### config.mk
export PLATFORM = sky130hd
export DESIGN_NAME = food_spawner_flat
export DESIGN_NICKNAME = d
export VERILOG_FILES = /design/src/rtl/snake_pkg.sv /design/src/rtl/food_spawner_if.sv /design/src/rtl/food_spawner.sv /design/src/flat_wrapper.sv
export SDC_FILE = /design/constraint.sdc
export NUM_CORES = 1
export LEC_CHECK = 0
export BUFFER_PORTS_ARGS = -buffer_cell sky130_fd_sc_hd__buf_2
export CORE_UTILIZATION = 55
export DETAILED_ROUTE_END_ITERATION = 16
export HOLD_SLACK_MARGIN = 0.06
export PLACE_DENSITY_LB_ADDON = 0.2
export SLEW_MARGIN = 20
export SYNTH_ARGS = -nofsm -noshare
export SYNTH_HDL_FRONTEND = slang
export SYNTH_SLANG_ARGS = --single-unit
### constraint.sdc
create_clock -name clk -period 1.8 [get_ports clk]
set_input_delay 0.27 -clock clk [delete_from_list [all_inputs] [get_ports clk]]
set_output_delay 0.27 -clock clk [all_outputs]
set_load 0.01 [all_outputs]
### src/rtl/snake_pkg.sv
// Shared Snake playfield geometry and the food spawner state encoding.
// Used by the game FSM, the renderer and the spawner.
package snake_pkg;

    localparam int unsigned GRID_W   = 40;
    localparam int unsigned GRID_H   = 30;
    localparam int unsigned X_BITS   = 6;
    localparam int unsigned Y_BITS   = 5;
    localparam int unsigned RND_BITS = 15;

    typedef enum logic [2:0] {
        StIdle,
        StWaitRnd,
        StCheck,
        StWaitOcc,
        StSweepRd,
        StSweepChk,
        StDone,
        StFull
    } spawn_state_e;

endpackage

### src/rtl/food_spawner_if.sv
// Signals between the food spawner, the game FSM, the RNG and the occupancy RAM.
// slave is the spawner side; master is the surrounding game logic.
interface food_spawner_if #(
    parameter int unsigned X_BITS = snake_pkg::X_BITS,
    parameter int unsigned Y_BITS = snake_pkg::Y_BITS
);
    logic                           spawn_req;
    logic [snake_pkg::RND_BITS-1:0] rnd;
    logic                           occ_rd;
    logic [X_BITS-1:0]              occ_x;
    logic [Y_BITS-1:0]              occ_y;
    logic                           occ_hit;
    logic [X_BITS-1:0]              food_x;
    logic [Y_BITS-1:0]              food_y;
    logic                           food_valid;
    logic                           food_ack;
    logic                           busy;
    logic                           full;
    logic                           swept;

    modport master (
        output spawn_req, rnd, occ_hit, food_ack,
        input  occ_rd, occ_x, occ_y, food_x, food_y, food_valid, busy, full, swept
    );

    modport slave (
        input  spawn_req, rnd, occ_hit, food_ack,
        output occ_rd, occ_x, occ_y, food_x, food_y, food_valid, busy, full, swept
    );

endinterface

### src/rtl/food_spawner.sv
// Places a food item: random candidates from the RNG, range and occupancy checked,
// falling back to a row-major sweep after MAX_TRIES rejections.
module food_spawner #(
    parameter int unsigned GRID_W    = snake_pkg::GRID_W,
    parameter int unsigned GRID_H    = snake_pkg::GRID_H,
    parameter int unsigned X_BITS    = snake_pkg::X_BITS,
    parameter int unsigned Y_BITS    = snake_pkg::Y_BITS,
    parameter int unsigned MAX_TRIES = 8
) (
    input logic           clk,
    input logic           rst,
    food_spawner_if.slave bus
);
    import snake_pkg::*;

    localparam int unsigned TW = $clog2(MAX_TRIES + 1);
    localparam logic [X_BITS-1:0] XLast    = X_BITS'(GRID_W - 1);
    localparam logic [Y_BITS-1:0] YLast    = Y_BITS'(GRID_H - 1);
    localparam logic [TW-1:0]     TriesMax = TW'(MAX_TRIES);

    spawn_state_e      state_q, state_d;
    logic [TW-1:0]     tries_q, tries_d, tries_inc;
    logic [X_BITS-1:0] cand_x_q, cand_x_d, ptr_x_q, ptr_x_d, food_x_q, food_x_d;
    logic [Y_BITS-1:0] cand_y_q, cand_y_d, ptr_y_q, ptr_y_d, food_y_q, food_y_d;
    logic              swept_q, swept_d;
    logic              occ_rd, reject, in_range;

    // Upper RNG bits beyond the coordinate slice are intentionally discarded.
    logic unused_rnd;
    assign unused_rnd = ^(bus.rnd >> (X_BITS + Y_BITS));

    assign tries_inc = tries_q + TW'(1);
    assign in_range  = (cand_x_q <= XLast) && (cand_y_q <= YLast);

    always_comb begin
        state_d  = state_q;
        tries_d  = tries_q;
        cand_x_d = cand_x_q;
        cand_y_d = cand_y_q;
        ptr_x_d  = ptr_x_q;
        ptr_y_d  = ptr_y_q;
        food_x_d = food_x_q;
        food_y_d = food_y_q;
        swept_d  = swept_q;
        occ_rd   = 1'b0;
        reject   = 1'b0;

        unique case (state_q)
            StIdle: begin
                if (bus.spawn_req) begin
                    state_d = StWaitRnd;
                    tries_d = '0;
                end
            end
            StWaitRnd: begin
                if (bus.rnd != '0) begin
                    cand_x_d = bus.rnd[X_BITS-1:0];
                    cand_y_d = bus.rnd[X_BITS+Y_BITS-1:X_BITS];
                    state_d  = StCheck;
                end
            end
            StCheck: begin
                if (in_range) begin
                    occ_rd  = 1'b1;
                    state_d = StWaitOcc;
                end else begin
                    reject = 1'b1;
                end
            end
            StWaitOcc: begin
                if (!bus.occ_hit) begin
                    food_x_d = cand_x_q;
                    food_y_d = cand_y_q;
                    swept_d  = 1'b0;
                    state_d  = StDone;
                end else begin
                    reject = 1'b1;
                end
            end
            StSweepRd: begin
                occ_rd  = 1'b1;
                state_d = StSweepChk;
            end
            StSweepChk: begin
                if (!bus.occ_hit) begin
                    food_x_d = ptr_x_q;
                    food_y_d = ptr_y_q;
                    swept_d  = 1'b1;
                    state_d  = StDone;
                end else if (ptr_x_q == XLast) begin
                    if (ptr_y_q == YLast) begin
                        state_d = StFull;
                    end else begin
                        ptr_x_d = '0;
                        ptr_y_d = ptr_y_q + Y_BITS'(1);
                        state_d = StSweepRd;
                    end
                end else begin
                    ptr_x_d = ptr_x_q + X_BITS'(1);
                    state_d = StSweepRd;
                end
            end
            StDone: begin
                if (bus.food_ack) begin
                    if (bus.spawn_req) begin
                        state_d = StWaitRnd;
                        tries_d = '0;
                    end else begin
                        state_d = StIdle;
                    end
                end
            end
            StFull: begin
                if (bus.spawn_req) begin
                    state_d = StWaitRnd;
                    tries_d = '0;
                end
            end
            default: state_d = StIdle;
        endcase

        if (reject) begin
            tries_d = tries_inc;
            if (tries_inc == TriesMax) begin
                ptr_x_d = '0;
                ptr_y_d = '0;
                state_d = StSweepRd;
            end else begin
                state_d = StWaitRnd;
            end
        end
    end

    always_ff @(posedge clk or negedge rst) begin
        if (!rst) begin
            state_q  <= StIdle;
            tries_q  <= '0;
            cand_x_q <= '0;
            cand_y_q <= '0;
            ptr_x_q  <= '0;
            ptr_y_q  <= '0;
            food_x_q <= '0;
            food_y_q <= '0;
            swept_q  <= 1'b0;
        end else begin
            state_q  <= state_d;
            tries_q  <= tries_d;
            cand_x_q <= cand_x_d;
            cand_y_q <= cand_y_d;
            ptr_x_q  <= ptr_x_d;
            ptr_y_q  <= ptr_y_d;
            food_x_q <= food_x_d;
            food_y_q <= food_y_d;
            swept_q  <= swept_d;
        end
    end

    // The query address follows the sweep pointer only while a sweep read is issued.
    assign bus.occ_rd     = occ_rd;
    assign bus.occ_x      = (state_q == StSweepRd) ? ptr_x_q : cand_x_q;
    assign bus.occ_y      = (state_q == StSweepRd) ? ptr_y_q : cand_y_q;
    assign bus.food_x     = food_x_q;
    assign bus.food_y     = food_y_q;
    assign bus.swept      = swept_q;
    assign bus.food_valid = (state_q == StDone);
    assign bus.full       = (state_q == StFull);
    assign bus.busy       = !(state_q inside {StIdle, StDone, StFull});

endmodule

### src/flat_wrapper.sv
// flat-port wrapper written by rule: the top's interface ports become plain ports
module food_spawner_flat import snake_pkg::*;
#(
    parameter int unsigned GRID_W    = snake_pkg::GRID_W,
    parameter int unsigned GRID_H    = snake_pkg::GRID_H,
    parameter int unsigned X_BITS    = snake_pkg::X_BITS,
    parameter int unsigned Y_BITS    = snake_pkg::Y_BITS,
    parameter int unsigned MAX_TRIES = 8
)
  (clk, rst, bus_spawn_req, bus_rnd, bus_occ_hit, bus_food_ack, bus_occ_rd, bus_occ_x, bus_occ_y, bus_food_x, bus_food_y, bus_food_valid, bus_busy, bus_full, bus_swept);
  food_spawner_if #(.X_BITS(X_BITS), .Y_BITS(Y_BITS)) bus_i ();
  input logic clk;
  input logic rst;
  input wire logic [$bits(bus_i.spawn_req)-1:0] bus_spawn_req;
  input wire logic [$bits(bus_i.rnd)-1:0] bus_rnd;
  input wire logic [$bits(bus_i.occ_hit)-1:0] bus_occ_hit;
  input wire logic [$bits(bus_i.food_ack)-1:0] bus_food_ack;
  output wire logic [$bits(bus_i.occ_rd)-1:0] bus_occ_rd;
  output wire logic [$bits(bus_i.occ_x)-1:0] bus_occ_x;
  output wire logic [$bits(bus_i.occ_y)-1:0] bus_occ_y;
  output wire logic [$bits(bus_i.food_x)-1:0] bus_food_x;
  output wire logic [$bits(bus_i.food_y)-1:0] bus_food_y;
  output wire logic [$bits(bus_i.food_valid)-1:0] bus_food_valid;
  output wire logic [$bits(bus_i.busy)-1:0] bus_busy;
  output wire logic [$bits(bus_i.full)-1:0] bus_full;
  output wire logic [$bits(bus_i.swept)-1:0] bus_swept;
  assign bus_i.spawn_req = bus_spawn_req;
  assign bus_i.rnd = bus_rnd;
  assign bus_i.occ_hit = bus_occ_hit;
  assign bus_i.food_ack = bus_food_ack;
  assign bus_occ_rd = bus_i.occ_rd;
  assign bus_occ_x = bus_i.occ_x;
  assign bus_occ_y = bus_i.occ_y;
  assign bus_food_x = bus_i.food_x;
  assign bus_food_y = bus_i.food_y;
  assign bus_food_valid = bus_i.food_valid;
  assign bus_busy = bus_i.busy;
  assign bus_full = bus_i.full;
  assign bus_swept = bus_i.swept;
  food_spawner #(.GRID_W(GRID_W), .GRID_H(GRID_H), .X_BITS(X_BITS), .Y_BITS(Y_BITS), .MAX_TRIES(MAX_TRIES)) u_core (.clk(clk), .rst(rst), .bus(bus_i));
endmodule
; ---- Word-level counts from Yosys, hierarchy flattened
; Index checks and enable logic that the tools add are counted.
; W data, S select, Z words.
[word_totals]
latch_bits = 0
romBits = 0
register_bits = 41
output_inout_bits = 27
ramBits = 0
memories = 0
in_bits = 20
[op_classes]
n_mul = 0
n_eq_ne = 17
addsub = 3
muxes = 44
bitwise = 0
div_mod_pow = 0
shifts = 0
reduce_logical = 12
n_lt_le_gt_ge = 2
[op_table]
columns = operator, n
row1 = $mux W6, 9
row2 = $mux W5, 9
row3 = $mux W3, 8
row4 = $pmux W3 S7, 1
row5 = $reduce_bool A15 Y1, 1
row6 = $eq A3 B3 Y1 const B, 4
row7 = $mux W4, 3
row8 = $pmux W6 S2, 1
row9 = $pmux W5 S2, 1
row10 = $ne A3 B1 Y1 const B, 3
row11 = $pmux W4 S2, 1
row12 = $add A6 B1 Y6 const B, 1
row13 = $eq A3 B2 Y1 const B, 2
row14 = $eq A6 B6 Y1 const B, 1
row15 = $le A6 B6 Y1 const B, 1
row16 = $mux W1, 6
row17 = $ne A3 B2 Y1 const B, 2
row18 = $pmux W1 S2, 3
row19 = $reduce_bool A3 Y1, 2
row20 = $add A5 B1 Y5 const B, 1
row21 = $eq A5 B5 Y1 const B, 1
row22 = $le A5 B5 Y1 const B, 1
row23 = $reduce_and A5 Y1, 1
row24 = $add A4 B1 Y4 const B, 1
row25 = 11 further kinds, 14

; ---- Logic depth before layout (Yosys ltp)
[logic_depth]
depth_word = 7
depth_mapped = 7
ltp_nobuf = 7

; ---- Worst setup path after synthesis
; OpenSTA, ideal clock, no wires.
[synth_timing]
path_kind = flip-flop to output port
startpoint = register u_core.state_q[1]
endpoint = output port bus_occ_x[0]
path_slack_ns = 0.164
arrival_ns = 1.366
required_time_ns = 1.530
stages_incl_launch_ff = 6
path_cell_list = dfrtp_1 > buf_2 > nand2b_1 > nor2_1 > buf_2 > mux2_2
[synth_via]
elab_chain_len = 2
[synth_rtl]
columns = item, line_no
row1 = from (decl), food_spawner.sv:21  ; spawn_state_e state_q, state_d;
row2 = from (signal assigned), food_spawner.sv:136  ; state_q <= StIdle;
row3 = from (signal assigned), food_spawner.sv:146  ; state_q <= state_d;
row4 = $eq A3 B3 Y1, food_spawner.sv:160  ; assign bus.occ_x = (state_q == StSweepRd) ? ptr_x_q : cand_x_q;
row5 = $mux W6, food_spawner.sv:160
row6 = to (decl), flat_wrapper.sv:19  ; output wire logic [$bits(bus_i.occ_x)-1:0] bus_occ_x;
; No other way between the ends.

; ---- Worst setup path after layout
[layout_timing]
startpoint = register u_core.state_q[2]
endpoint = register u_core.state_q[0]
[layout_via]
elab_chain_len = 4
[layout_rtl]
columns = item, line_no
row1 = "$eq A3 B2 Y1, or another cell as far along", food_spawner.sv:48  ; unique case (state_q)
row2 = $pmux W1 S2 or $reduce_or A2 Y1 (tied branches), n/a
row3 = "$ne A3 B1 Y1 (no line), or another cell as far along", n/a
row4 = $reduce_and A5 Y1 (no line) or $mux W3 (tied branches), n/a
; Parallel ways exist; a longest one is shown, timed or not.
; A chain may end at the register's enable or synchronous reset.

==> impl_results.md <==
- Worst-Skew Late Latency: 0.30 ns
- Clock tree sinks: approximately 40
- Leak pwr: 1.647 nW
- Hold Vio Cnt, Final: 0
- Crit Path Category: register to register
- CP most frequent cell: buf_4
- Post-Synth XOR/XNOR Area: 0.01493
- Worst-Margin Slew: ~0.53 ns
- TritonCTS clock tree: built
- CP max stage delay: 0.40 ns
- Number of I/O port buffers: 46
- FFs w/ async S/R, synth: 1.000
- Critical Path Sink Type: register
- Area of the die: between 4000 and 5000 um^2
- Number of synthesized register bits: between 40 and 50
- Yosys warns: 0
- Worst EP arrival: between 2 and 2.5 ns
- Startpoint types: register
- Final core utilization: 0.7872
- Core area: between 4000 and 5000 um^2
- Violated checks: negative setup slack
- Final net count: about 330
- Mux contribution to synthesized area: 0.1771
- Worst Path Required: just under 2 ns
- Synth Area in Compound Gates: 0.1264
- GR Util met1: 0.3490
- CTS max path bufs: 2
- Routability congestion estimate: approximately 0.9
- Synth Area in Simple Gates: 0.1840
- Number of global-route vias before repair: between 1500 and 2000
- FMAX: roughly 0.54 GHz
- Die height: slightly below 70 um
- Largest net degree at the start of global routing: 42
- Layout cell share with drive strength beyond 1: 0.4244
- Initial antenna violation count: 0
- DR pass1 iterations: 4
- Synth Cell Area: 2346 um^2
- Final ANT Viol Nets: 0
- DRC errors left: 0
- Max-slew violations: 0
- Row Count: 23
- Fin crit period: 1.854 ns
- CP max FO: 8
- TritonCTS Buffers: 5
- P per Cell Area: about 1800 nW/um^2
- RSZ-0062 raised after global routing: true
- Peak VDD IR: ~1200 uV
- Syn Area/Cell: 10.29 um^2
- Top Usage Layer GRT: met2
- Seq/Total Area, Yosys: 0.4373
- Overflow after GRT: 0
- Synth Net Count: 252
- Worst setup margin: -0.05419 ns
- Placed instance area: approximately 2800 um^2
- Final Setup Violations: 13
- Vias per cell: approximately 5.8
- Number of H-tree levels: 2
- Wirelength per Cell: 17.00 um
- Starting density of the core: 0.5782
- Final cycle utilization of the critical path: 1.030
- Initial DRC count: 110
- # Max-Cap Violations: 0
- Hold Crit Class: input port to register
- CP max-delay cell: dfrtp_1
- Setup Total Neg Slack: -0.4343 ns
- Tot GR Track Use: 0.2753
- Main combinational cell family by area after synthesis: simple AND/OR/NAND/NOR gates
- Die W: 67.31 um
- Critical path, cell by cell: buf_6 -> buf_8 -> or3_1 -> o211ai_1 -> o2bb2ai_2 -> buf_4 -> buf_4 -> a211oi_1 -> a21o_1
- Prevailing post-synth register cell: dfrtp_1
- Post-Synth Adder-Cell Area: 0.02133
- Place WS: between 0.01 and 0.015 ns
- Wire length of the first global-routing pass: around 9000 um
- Worst slew margin: 0.6468
- Finished Layout Cells: about 360
- Syn-to-layout area delta: 36.16%
- Fill cells: 243
- Post-route cell area: about 3200 um^2
- Reg clk slew, reported paths: ~0.080 ns
- Status: finished, violations left
- Worst Clk Skew: between 0.007 and 0.008 ns
- CTS Root Cell: clkbuf_8
- Syn Inst Count: 228
- Post-synth EDFFs: 0
- I/O Pins: between 40 and 50
- Distinct cell type count after synthesis: 50
- Total number of vias: between 2000 and 2500
- M3 GR Usage: 0.04730
- GR Util met2: 0.4675
- Dpl cells: 346
- Hpwl dp: around 4000 um
- Antenna cells: 0
- Final WL: 6138 um
## final cells by class
cell class | count | area (um^2) | area share
Sequential cell | 41 | 1027 | 0.3216
Tap cell | 50 | 62.56 | 0.01958
Timing Repair Buffer | 87 | 644.4 | 0.2017
Inverter | 6 | 22.52 | 0.007051
Multi-Input combinational cell | 169 | 1304 | 0.4081
Clock inverter | 3 | 65.06 | 0.02037
Clock buffer | 5 | 68.82 | 0.02154
## kinds of logic after synthesis
group / Yosys count
AND/OR/NAND/NOR: 80
buffers and inverters: 18
multiplexers: 35
adder cells (fa/ha/maj): 4
AO/OA/AOI/OAI: 46
XOR/XNOR: 4
flip-flops: 41
## cell usage after synthesis (all sizes together) (2+ instances only)
master	count	share of area
dfrtp	41	0.44
mux2	22	0.12
nand2	22	0.035
nor2	22	0.036
o21ai	19	0.041
mux2i	13	0.055
buf	10	0.026
a21oi	9	0.019
inv	6	0.0096
nand3	6	0.013
nor3	5	0.011
and3	4	0.011
ha	4	0.021
nor4	4	0.017
or3	4	0.013
a211oi	3	0.0096
nand2b	3	0.011
nand4	3	0.0080
xor2	3	0.011
a311oi	2	0.0075
clkbuf	2	0.0032
nand3b	2	0.012
o21bai	2	0.0064
## cells in the final DEF, fill, tap and decap left out, types with 2 or more instances in the layout
cell / instances
dfrtp_1: 40
buf_2: 35
buf_4: 34
nand2_1: 22
mux2_4: 21
nor2_1: 19
o21ai_0: 17
buf_6: 15
mux2i_1: 13
a21oi_1: 8
nand3_1: 6
inv_1: 5
clkbuf_8: 5
and3_1: 4
nor3_1: 4
ha_1: 4
xor2_1: 3
nand4_1: 3
a211oi_1: 3
or3_1: 3
nor4_1: 3
nand2b_4: 2
nor2_2: 2
a311oi_1: 2
o21bai_1: 2
o21ai_1: 2
bufinv_16: 2
## metal layers
layer | wire [um] | vias to the layer above | part of all wire
li1 | - | 986 | -
met1 | 2645 | 1015 | 0.43
met2 | 3072 | 76 | 0.50
met3 | 246 | 14 | 0.040
met4 | 174 | 0 | 0.028
met5 | 0 | - | 0
## state kept, by name (all words and copies together), names as in the netlist
register,count
u_core.cand_y_q,5
u_core.ptr_y_q,5
u_core.bus.swept,1
u_core.ptr_x_q,6
u_core.cand_x_q,6
u_core.bus.food_y,5
u_core.state_q,3
u_core.tries_q,4
u_core.bus.food_x,6
## critical path: cells and delay by family (launching register included)
family	cells	cell delay (ns)
and+or+nand+nor	1	0.34
DFF	1	0.40
buffers and inverters	4	0.52
AOI/OAI and AO/OA	4	0.50
## stage by stage
step,power [W],hold slack (ns)
after detailed placement,0.004220,0.3667
final,0.005762,0.2103
after floorplan,0.003231,-0.02559
after CTS,0.005477,0.2134
after global placement,0.004148,0.3644
after global routing,0.006082,0.2119
## power breakdown
group / switching (W) / internal, W / total (W)
clock network: 0.000338 / 0.000551 / 0.000889
logic: 0.00151 / 0.00180 / 0.00331
registers: 0.000277 / 0.00128 / 0.00156
## final timing paths
kind	start	endpoint	slack, ns	cells after the start
setup / recovery	u_core.state_q[2]$_DFFE_PN0P_	u_core.state_q[0]$_DFFE_PN0P_	-0.05	9
hold / removal	bus_rnd[3]	u_core.cand_x_q[3]$_DFFE_PN0P_	0.21	2
setup reg to reg	u_core.state_q[2]$_DFFE_PN0P_	u_core.state_q[0]$_DFFE_PN0P_	-0.05	9
hold reg to reg	u_core.bus.food_y[0]$_DFFE_PN0P_	u_core.bus.food_y[0]$_DFFE_PN0P_	0.49	2
max in group asynchronous	rst	u_core.state_q[0]$_DFFE_PN0P_	0.84	3
min in group asynchronous	rst	u_core.bus.food_y[2]$_DFFE_PN0P_	0.56	3
## timing repair
| item | 4_1_cts | 5_1_grt |
|---|---|---|
| setup endpoints to repair | 12 | 32 |
| pin swaps | 2 | 7 |
| hold buffers | 1 | 0 |
| resized for setup | 23 | 15 |
| hold endpoints to repair | 41 | 0 |
| buffers inserted | 2 | 5 |
Power figures use the tool's default switching activity.
